===== config.mk =====
export PLATFORM = sky130hd
export DESIGN_NAME = pid_sequencer
export DESIGN_NICKNAME = d
export VERILOG_FILES = /design/src/rtl/pid_sequencer.sv
export SDC_FILE = /design/constraint.sdc
export NUM_CORES = 1
export LEC_CHECK = 0
export CAP_MARGIN = 10
export CORE_UTILIZATION = 42
export CTS_BUF_LIST = sky130_fd_sc_hd__clkbuf_16
export CTS_CLUSTER_SIZE = 14
export DETAILED_ROUTE_END_ITERATION = 12
export GPL_ROUTABILITY_DRIVEN = 1
export SLEW_MARGIN = 10
export SYNTH_ARGS = -nofsm -noshare
export SYNTH_HDL_FRONTEND = slang
export SYNTH_SLANG_ARGS = --single-unit
export TNS_END_PERCENT = 100

===== constraint.sdc =====
create_clock -name clk -period 21 [get_ports clk]
set_clock_uncertainty 0.1 [all_clocks]
set_input_delay 4.2 -clock clk [delete_from_list [all_inputs] [get_ports clk]]
set_output_delay 4.2 -clock clk [all_outputs]
set_load 0.01 [all_outputs]

===== src/rtl/pid_sequencer.sv =====
// Time-multiplexed PID sequencer: one shared 8x10 signed multiplier walks the
// P, I and D terms over five busy cycles, triggered by a period timer or start.
`timescale 1ns/1ps
module pid_sequencer #(
  parameter logic [7:0] KP_RST = 8'd2,
  parameter logic [7:0] KI_RST = 8'd0,
  parameter logic [7:0] KD_RST = 8'd0,
  parameter int         PER_W  = 8
) (
  input  logic       clk,
  input  logic       rst_n,
  input  logic       cfg_we,
  input  logic [1:0] cfg_addr,
  input  logic [7:0] cfg_wdata,
  input  logic       start,
  input  logic       clr_int,
  input  logic [7:0] setpoint,
  input  logic [7:0] feedback,
  output logic       busy,
  output logic       done,
  output logic [7:0] control_signal,
  output logic       sat_flag,
  output logic       overrun
);

  typedef enum logic [2:0] {
    S_IDLE, S_CAPTURE, S_MUL_P, S_MUL_I, S_MUL_D, S_SUM
  } state_t;

  state_t             state_q, state_d;
  logic [7:0]         kp_q, kp_d, ki_q, ki_d, kd_q, kd_d;
  logic [PER_W-1:0]   period_q, period_d, cnt_q, cnt_d;
  logic signed [17:0] integral_q, integral_d;
  logic signed [8:0]  prev_err_q, prev_err_d;
  logic [7:0]         ctrl_q, ctrl_d;
  logic               sat_q, sat_d, done_q, done_d, overrun_q, overrun_d;
  logic               clr_pend_q, clr_pend_d;

  logic signed [8:0]  err_q, err_d;
  logic [7:0]         kp_s_q, kp_s_d, ki_s_q, ki_s_d, kd_s_q, kd_s_d;
  logic signed [17:0] p_q, p_d, d_q, d_d;

  logic               tick, trigger, clr_now;
  logic [7:0]         mul_gain;
  logic signed [9:0]  mul_opnd, diff;
  logic signed [17:0] mul_a, mul_b, prod;
  logic signed [19:0] sum;
  logic [8:0]         clamped;

  function automatic logic signed [17:0] sat18(input logic signed [18:0] x);
    if (x[18] != x[17]) return x[18] ? 18'sh20000 : 18'sh1FFFF;
    return x[17:0];
  endfunction

  // {sat, value}: negative sums floor at 0, anything above 255 ceils at 255
  function automatic logic [8:0] clamp8(input logic signed [19:0] s);
    if (s[19])          return {1'b1, 8'd0};
    else if (|s[18:8])  return {1'b1, 8'd255};
    return {1'b0, s[7:0]};
  endfunction

  assign tick    = (period_q != '0) && (cnt_q == period_q - PER_W'(1));
  assign trigger = start | tick;
  assign diff    = {err_q[8], err_q} - {prev_err_q[8], prev_err_q};

  always_comb begin
    mul_gain = kp_s_q;
    mul_opnd = {err_q[8], err_q};
    case (state_q)
      S_MUL_I: mul_gain = ki_s_q;
      S_MUL_D: begin mul_gain = kd_s_q; mul_opnd = diff; end
      default: ;
    endcase
    mul_a = {10'd0, mul_gain};
    mul_b = {{8{mul_opnd[9]}}, mul_opnd};
    prod  = mul_a * mul_b;
    sum   = {{2{p_q[17]}}, p_q} + {{2{integral_q[17]}}, integral_q} + {{2{d_q[17]}}, d_q};
    clamped = clamp8(sum);
  end

  always_comb begin
    state_d    = state_q;
    kp_d       = kp_q;
    ki_d       = ki_q;
    kd_d       = kd_q;
    period_d   = period_q;
    cnt_d      = cnt_q;
    integral_d = integral_q;
    prev_err_d = prev_err_q;
    ctrl_d     = ctrl_q;
    sat_d      = sat_q;
    done_d     = 1'b0;
    overrun_d  = overrun_q;
    clr_pend_d = clr_pend_q;
    err_d      = err_q;
    kp_s_d     = kp_s_q;
    ki_s_d     = ki_s_q;
    kd_s_d     = kd_s_q;
    p_d        = p_q;
    d_d        = d_q;
    clr_now    = clr_pend_q | clr_int;

    if (period_q != '0) cnt_d = tick ? '0 : cnt_q + PER_W'(1);
    if (state_q != S_IDLE && trigger) overrun_d = 1'b1;

    if (cfg_we) begin
      case (cfg_addr)
        2'd0: kp_d = cfg_wdata;
        2'd1: ki_d = cfg_wdata;
        2'd2: kd_d = cfg_wdata;
        default: begin
          period_d  = PER_W'(cfg_wdata);
          cnt_d     = '0;
          overrun_d = 1'b0;
        end
      endcase
    end

    case (state_q)
      S_IDLE: begin
        if (clr_int) begin
          integral_d = '0;
          prev_err_d = '0;
        end
        if (trigger) state_d = S_CAPTURE;
      end
      S_CAPTURE: begin
        err_d      = $signed({1'b0, setpoint}) - $signed({1'b0, feedback});
        kp_s_d     = kp_q;
        ki_s_d     = ki_q;
        kd_s_d     = kd_q;
        clr_pend_d = clr_pend_q | clr_int;
        state_d    = S_MUL_P;
      end
      S_MUL_P: begin
        p_d        = prod;
        clr_pend_d = clr_now;
        state_d    = S_MUL_I;
      end
      S_MUL_I: begin
        integral_d = sat18({integral_q[17], integral_q} + {prod[17], prod});
        clr_pend_d = clr_now;
        state_d    = S_MUL_D;
      end
      S_MUL_D: begin
        d_d        = prod;
        clr_pend_d = clr_now;
        state_d    = S_SUM;
      end
      S_SUM: begin
        ctrl_d     = clamped[7:0];
        sat_d      = clamped[8];
        done_d     = 1'b1;
        prev_err_d = clr_now ? 9'sd0 : err_q;
        if (clr_now) integral_d = '0;
        clr_pend_d = 1'b0;
        state_d    = S_IDLE;
      end
      default: state_d = S_IDLE;
    endcase
  end

  always_ff @(posedge clk or negedge rst_n) begin
    if (!rst_n) begin
      state_q    <= S_IDLE;
      kp_q       <= KP_RST;
      ki_q       <= KI_RST;
      kd_q       <= KD_RST;
      period_q   <= '0;
      cnt_q      <= '0;
      integral_q <= '0;
      prev_err_q <= '0;
      ctrl_q     <= '0;
      sat_q      <= 1'b0;
      done_q     <= 1'b0;
      overrun_q  <= 1'b0;
      clr_pend_q <= 1'b0;
    end else begin
      state_q    <= state_d;
      kp_q       <= kp_d;
      ki_q       <= ki_d;
      kd_q       <= kd_d;
      period_q   <= period_d;
      cnt_q      <= cnt_d;
      integral_q <= integral_d;
      prev_err_q <= prev_err_d;
      ctrl_q     <= ctrl_d;
      sat_q      <= sat_d;
      done_q     <= done_d;
      overrun_q  <= overrun_d;
      clr_pend_q <= clr_pend_d;
    end
  end

  // Datapath scratch is always rewritten before use inside a sequence
  always_ff @(posedge clk) begin
    err_q  <= err_d;
    kp_s_q <= kp_s_d;
    ki_s_q <= ki_s_d;
    kd_s_q <= kd_s_d;
    p_q    <= p_d;
    d_q    <= d_d;
  end

  assign busy           = (state_q != S_IDLE);
  assign done           = done_q;
  assign control_signal = ctrl_q;
  assign sat_flag       = sat_q;
  assign overrun        = overrun_q;

endmodule


==> flow_metrics.tcl, run 1 <==
set metrics [dict create \
    status "completed" \
    r2r-start "state_q[1]" \
    synth_ff_type "dfrtp_1" \
    vias 8157 \
    hold_class "register to register" \
    start_util 0.431 \
    highest_layer "met4" \
    min_period_ns 8.64 \
    dp_hpwl_mm 18.5 \
    drive_gt1_frac 0.0787 \
    cts_max_path_buffers 2 \
    syn_area_um2 11700 \
    drc_errors 0 \
    grt_use_total 0.176 \
    finalMaxSlewViolations 0 \
    rr_worst_depth 25 \
    dr.pass1.iters 5 \
    final_area_um2 13100 \
    num_rows 60 \
    ant_nets 0 \
    place_congestion 0.847 \
    ys_seq_area_frac 0.353 \
    dieHeight_um 169 \
    grt_pass1_vias 8392 \
    finalNonFillerCells 1566 \
    cp_slowest_cell "fa_1" \
    tns_ns 0 \
    synth_cell_type_count 68 \
    cts_buffers 17 \
    min-delay-start "ki_q[0]" \
    synthTopCellsByArea "edfxtp_1, dfrtp_1, fa_1" \
    io_pins 43 \
    cts_num_sinks 151 \
    htree_levels 4 \
    ctsHoldBuffers 0 \
    syn_inst 1136 \
    min_to "ki_s_q[0]" \
    avgSynthCellArea_um2 10.3 \
    met2_length_mm 11.4 \
    grt_overflow 0 \
    synth_area_leader_cell "edfxtp_1" \
    viasPerCell 5.21 \
    critPathBufInv 4 \
    wl_met1_mm 10.9 \
    ys_seq_elements 151 \
    clk_latency_ns 0.42 \
    cts_root_buf "clkbuf_16" \
    cp_top_family "adder cells" \
    core_um2 27100 \
    first_iter_violations 436 \
    die-area_um2 28500 \
    max_slew_margin 0.299 \
    critical_path_peak_fanout 25 \
    port_buffers 42 \
    min_period_over_period 0.412 \
    worst_slew_pin_slew_ns 1.04 \
    syn_nets 1345 \
    setup_viol_count_final 0 \
    drv_cap 0 \
    postCtsSetupBuffers 0 \
    wirelength_mm 23.2 \
    cts_tree "done" \
    min_path_cells 0 \
    cp.arrival_ns 8.89 \
    post_dp_cell_area_um2 12500 \
    yosys.area.top_type_share 0.177 \
    ys_warn_count 0 \
    grt_max_degree 73 \
    antenna_found_initial 0 \
    clkTransAtPathRegs_ns 0.07 \
    r2r_end "integral_q[5]" \
    cts_resized 0 \
    regToRegSetupSlack_ns 12.36 \
    grt_pass1_wl_mm 40.3 \
    syn_to_final_growth_pct 12.4 \
    synth_edf_count 69 \
    utilization 0.484 \
    criticalPathCategory "register to register" \
    diodes 0 \
    wire_per_inst_um 14.8 \
    final-hold-violation-count 0 \
    critPathLaunchType "register" \
    critPathRequiredTime_ns 21.24 \
    die_w_um 169 \
    dr_wl_met3_um 587 \
    rsz0062_at_grt "no" \
    cp_slowest_stage_delay_ns 0.69 \
    endpoint_kind "register" \
    dp.cells 1534 \
    fmax_ghz 0.116 \
    layout.nets 1390 \
    path_common_cell "fa_1" \
    synthArstFlopShare 0.543 \
]
cell families after synthesis:
family,after synthesis,share of synthesized area
and+or+nand+nor,296,0.122
AOI/OAI and AO/OA,234,0.141
adders and majority gates,178,0.245
buffers and inverters,177,0.0571
DFF,151,0.353
xor gates and xnor gates,66,0.0495
muxes,34,0.0324
per-layer routing:
layer	GRT usage	vias up
met2	0.309	118
li1	-	4022
met4	0.0458	0
met3	0.0236	22
met1	0.228	3995
met5	0	-
final cells by class:
cell class,count,area (um^2)
timing repair buffer,48,463
clock inverter,15,179
clock buffer,17,425
multi-input combinational,808,6890
tap,372,465
fill,2550,14000
inverter,155,582
sequential,151,4130
flip-flops by register name (all words and copies together) (netlist names), 9 cells and up:
signal	cells
d_q	18
err_q	9
integral_q	18
p_q	18
prev_err_q	9
cells in the mapped netlist, types with 3 or more instances:
cell type  number
and3_1          8
a22o_1         10
o21ai_0        27
a221o_1        17
inv_2           3
or4_1           4
o31a_1          4
o22ai_1        18
ha_1           93
edfxtp_1       69
dfrtp_1        81
mux2_2         30
xor2_1         21
a21o_1         24
a211oi_1        7
clkbuf_1       19
mux2i_1         4
a21boi_0        3
o21ai_1         5
and2_1          5
or2_2           5
or3_1          11
nor3b_1         5
o21a_1          8
a31oi_1         9
a2bb2oi_1       8
o211ai_1        9
nand3b_1        6
xnor2_1        45
nor2_1         79
inv_1         152
fa_1           85
nor2b_1        18
nand4_1         3
nand2_1        94
nand2b_1       19
nor3_1         16
o21bai_1        4
nand3_1        15
a21oi_1        56
worst max-delay path by stage:
| stage | depth (start not counted) | endpoint | slack [ns] | from |
|---|---|---|---|---|
| after floorplan | 33 | integral_q[16] | 13.41 | err_q[0] |
| after global routing | 25 | integral_q[6] | 11.47 | state_q[1] |
| final | 25 | integral_q[5] | 12.36 | state_q[1] |
| after detailed placement | 25 | integral_q[1] | 12.34 | state_q[1] |
| after CTS | 25 | integral_q[5] | 12.32 | state_q[1] |
| after global placement | 25 | integral_q[2] | 12.54 | state_q[1] |
layout by cell type (no fill, tap or decap), types with 5 or more instances in the layout:
| cell | Yosys | layout |
|---|---|---|
| o21ai_1 | 5 | 5 |
| nand2_1 | 94 | 94 |
| a221o_1 | 17 | 17 |
| and2_1 | 5 | 5 |
| xor2_1 | 21 | 21 |
| xnor2_1 | 45 | 45 |
| o21ai_0 | 27 | 27 |
| o22ai_1 | 18 | 18 |
| a31oi_1 | 9 | 9 |
| nor2_1 | 79 | 77 |
| nand3b_1 | 6 | 6 |
| a21oi_1 | 56 | 56 |
| and3_1 | 8 | 8 |
| ha_1 | 93 | 93 |
| nor3b_1 | 5 | 5 |
| nand3_1 | 15 | 15 |
| clkbuf_16 | 0 | 17 |
| a211oi_1 | 7 | 7 |
| nor2b_1 | 18 | 18 |
| inv_8 | 0 | 6 |
| nand2b_1 | 19 | 19 |
| nor3_1 | 16 | 16 |
| a21o_1 | 24 | 24 |
| fa_1 | 85 | 85 |
| o211ai_1 | 9 | 9 |
| dfrtp_1 | 81 | 81 |
| inv_1 | 152 | 152 |
| a22o_1 | 10 | 10 |
| a2bb2oi_1 | 8 | 8 |
| mux2_2 | 30 | 30 |
| buf_4 | 0 | 7 |
| or2_2 | 5 | 5 |
| edfxtp_1 | 69 | 69 |
| o21a_1 | 8 | 8 |
| clkdlybuf4s50_1 | 0 | 41 |
| or3_1 | 11 | 11 |
stage by stage:
stage / setup WS, ns / hold WS (ns)
finish: 12.36 / 0.342
global route: 11.47 / 0.352
CTS: 12.32 / 0.342
detailed placement: 12.34 / 0.328
global placement: 12.54 / 0.325
floorplan: 13.41 / 0.319
Power of run 1 is not shown: default switching activity piles up to over one toggle a cycle in this logic, so the estimate is an artifact.
==> run 2, diff against run 1 <==
Clock period 21 ns to 8.9 ns, I/O delays scaled along.
==> flow_metrics.tcl, run 2 (synthesized netlist as in run 1, its figures left out) <==
set metrics [dict create \
    drv_cap 0 \
    cts_num_sinks 151 \
    whs_ns 0.345 \
    use_met1 0.228 \
    clkTransAtPathRegs_ns 0.07 \
    critPathBufInv 3 \
    dr.pass1.iters 5 \
    ctsHoldBuffers 0 \
    use_met3 0.0306 \
    drive_gt1_frac 0.0841 \
    cp_top_family "compound AO/OA/AOI/OAI gates" \
    fillers 2509 \
    critPathLaunchType "register" \
    start_util 0.431 \
    cts_tree "done" \
    die_w_um 169 \
    cts_root_buf "clkbuf_16" \
    die-area_um2 28500 \
    criticalPathCategory "register to register" \
    tns_ns 0 \
    endpoint_kind "register" \
    port_buffers 42 \
    dieHeight_um 169 \
    drc_errors 0 \
    grt_max_degree 73 \
    grt.busiest_layer "met2" \
    layout.nets 1397 \
    clk_latency_ns 0.43 \
    cp_slowest_stage_delay_ns 0.77 \
    final_common_cell "inv_1" \
    finalMaxSlewViolations 0 \
    cts_resized 0 \
    rsz0062_at_grt "no" \
    cts_buffers 17 \
    antenna_found_initial 0 \
    critical_path_peak_fanout 22 \
    hold_class "register to register" \
    first_iter_violations 408 \
    fmax_ghz 0.124 \
    utilization 0.487 \
    htree_levels 4 \
    grt_overflow 0 \
    min_period_ns 8.09 \
    cp.arrival_ns 8.34 \
    min_period_over_period 0.909 \
    status "completed" \
    top_regs "d_q: 18 flops, integral_q: 18 flops, p_q: 18 flops" \
    dp_hpwl_mm 18.4 \
    syn_to_final_growth_pct 13.0 \
    critPathRequiredTime_ns 9.15 \
    final_cell_mix "inv_1, nand2_1, ha_1, fa_1, dfrtp_1" \
    max_slew_margin 0.261 \
    grt_pass1_vias 8255 \
    path_common_cell "fa_1" \
    use_met2 0.302 \
    wirelength_mm 23.3 \
    setup_viol_count_final 0 \
    vias 8184 \
    ant_nets 0 \
    place_congestion 0.853 \
    core_um2 27100 \
    grt_use_total 0.177 \
    diodes 0 \
    num_rows 60 \
    worst_slew_pin_slew_ns 1.10 \
    io_pins 43 \
    grt_pass1_wl_mm 40.1 \
    cts_max_path_buffers 2 \
    final-hold-violation-count 0 \
    viasPerCell 5.20 \
    cp_slowest_cell "a21oi_1" \
    postCtsSetupBuffers 0 \
    wire_per_inst_um 14.8 \
]
run 2: changes by cell type in the layout (fill, tap and decap cells not counted), sizes merged:
cell / change
buf: +7
clkbuf: +1
inv: -1
run 2: area by class of cell:
class | count | area, um^2 | area share
Inverter | 155 | 582 | 0.0441
Clock buffer | 18 | 450 | 0.0341
Sequential cell | 151 | 4130 | 0.313
Tap cell | 372 | 465 | 0.0353
Multi-Input combinational cell | 808 | 6900 | 0.523
Timing Repair Buffer | 55 | 515 | 0.0391
Clock inverter | 14 | 151 | 0.0115
run 2: metrics by stage:
step,area (um^2),setup WS [ns],std cells
final,13200,0.810,1573
after global routing,13200,0.179,1573
after CTS,13200,0.458,1573
after detailed placement,12600,0.520,1541
after global placement,12600,0.725,1541
after floorplan,11700,1.31,1136
run 2: routing by layer:
metal | wire [um] | share of wire
met4 | 355 | 0.015
met5 | 0 | 0
met1 | 11000 | 0.47
met3 | 567 | 0.024
met2 | 11300 | 0.49
run 2: path summary, 6_finish.rpt:
check	startpoint	end	slack (ns)	cells past startpoint
max in group asynchronous	rst_n	kp_q[5]	6.45	2
worst min register to register	ki_q[0]	ki_s_q[0]	0.35	0
worst min-delay path	ki_q[0]	ki_s_q[0]	0.35	0
worst max register to register	state_q[1]	integral_q[5]	0.81	29
worst max-delay path	state_q[1]	integral_q[5]	0.81	29
min in group asynchronous	rst_n	control_signal[2]	1.07	1
Power of run 2 is left out for the same reason.
==> run 3, diff against run 2 <==
Settings changed: HOLD_SLACK_MARGIN from default to 0.08.
==> results of run 3 <==
The final DEF is identical to that of run 2; final timing and power are the same.
Power of run 3 is left out for the same reason.
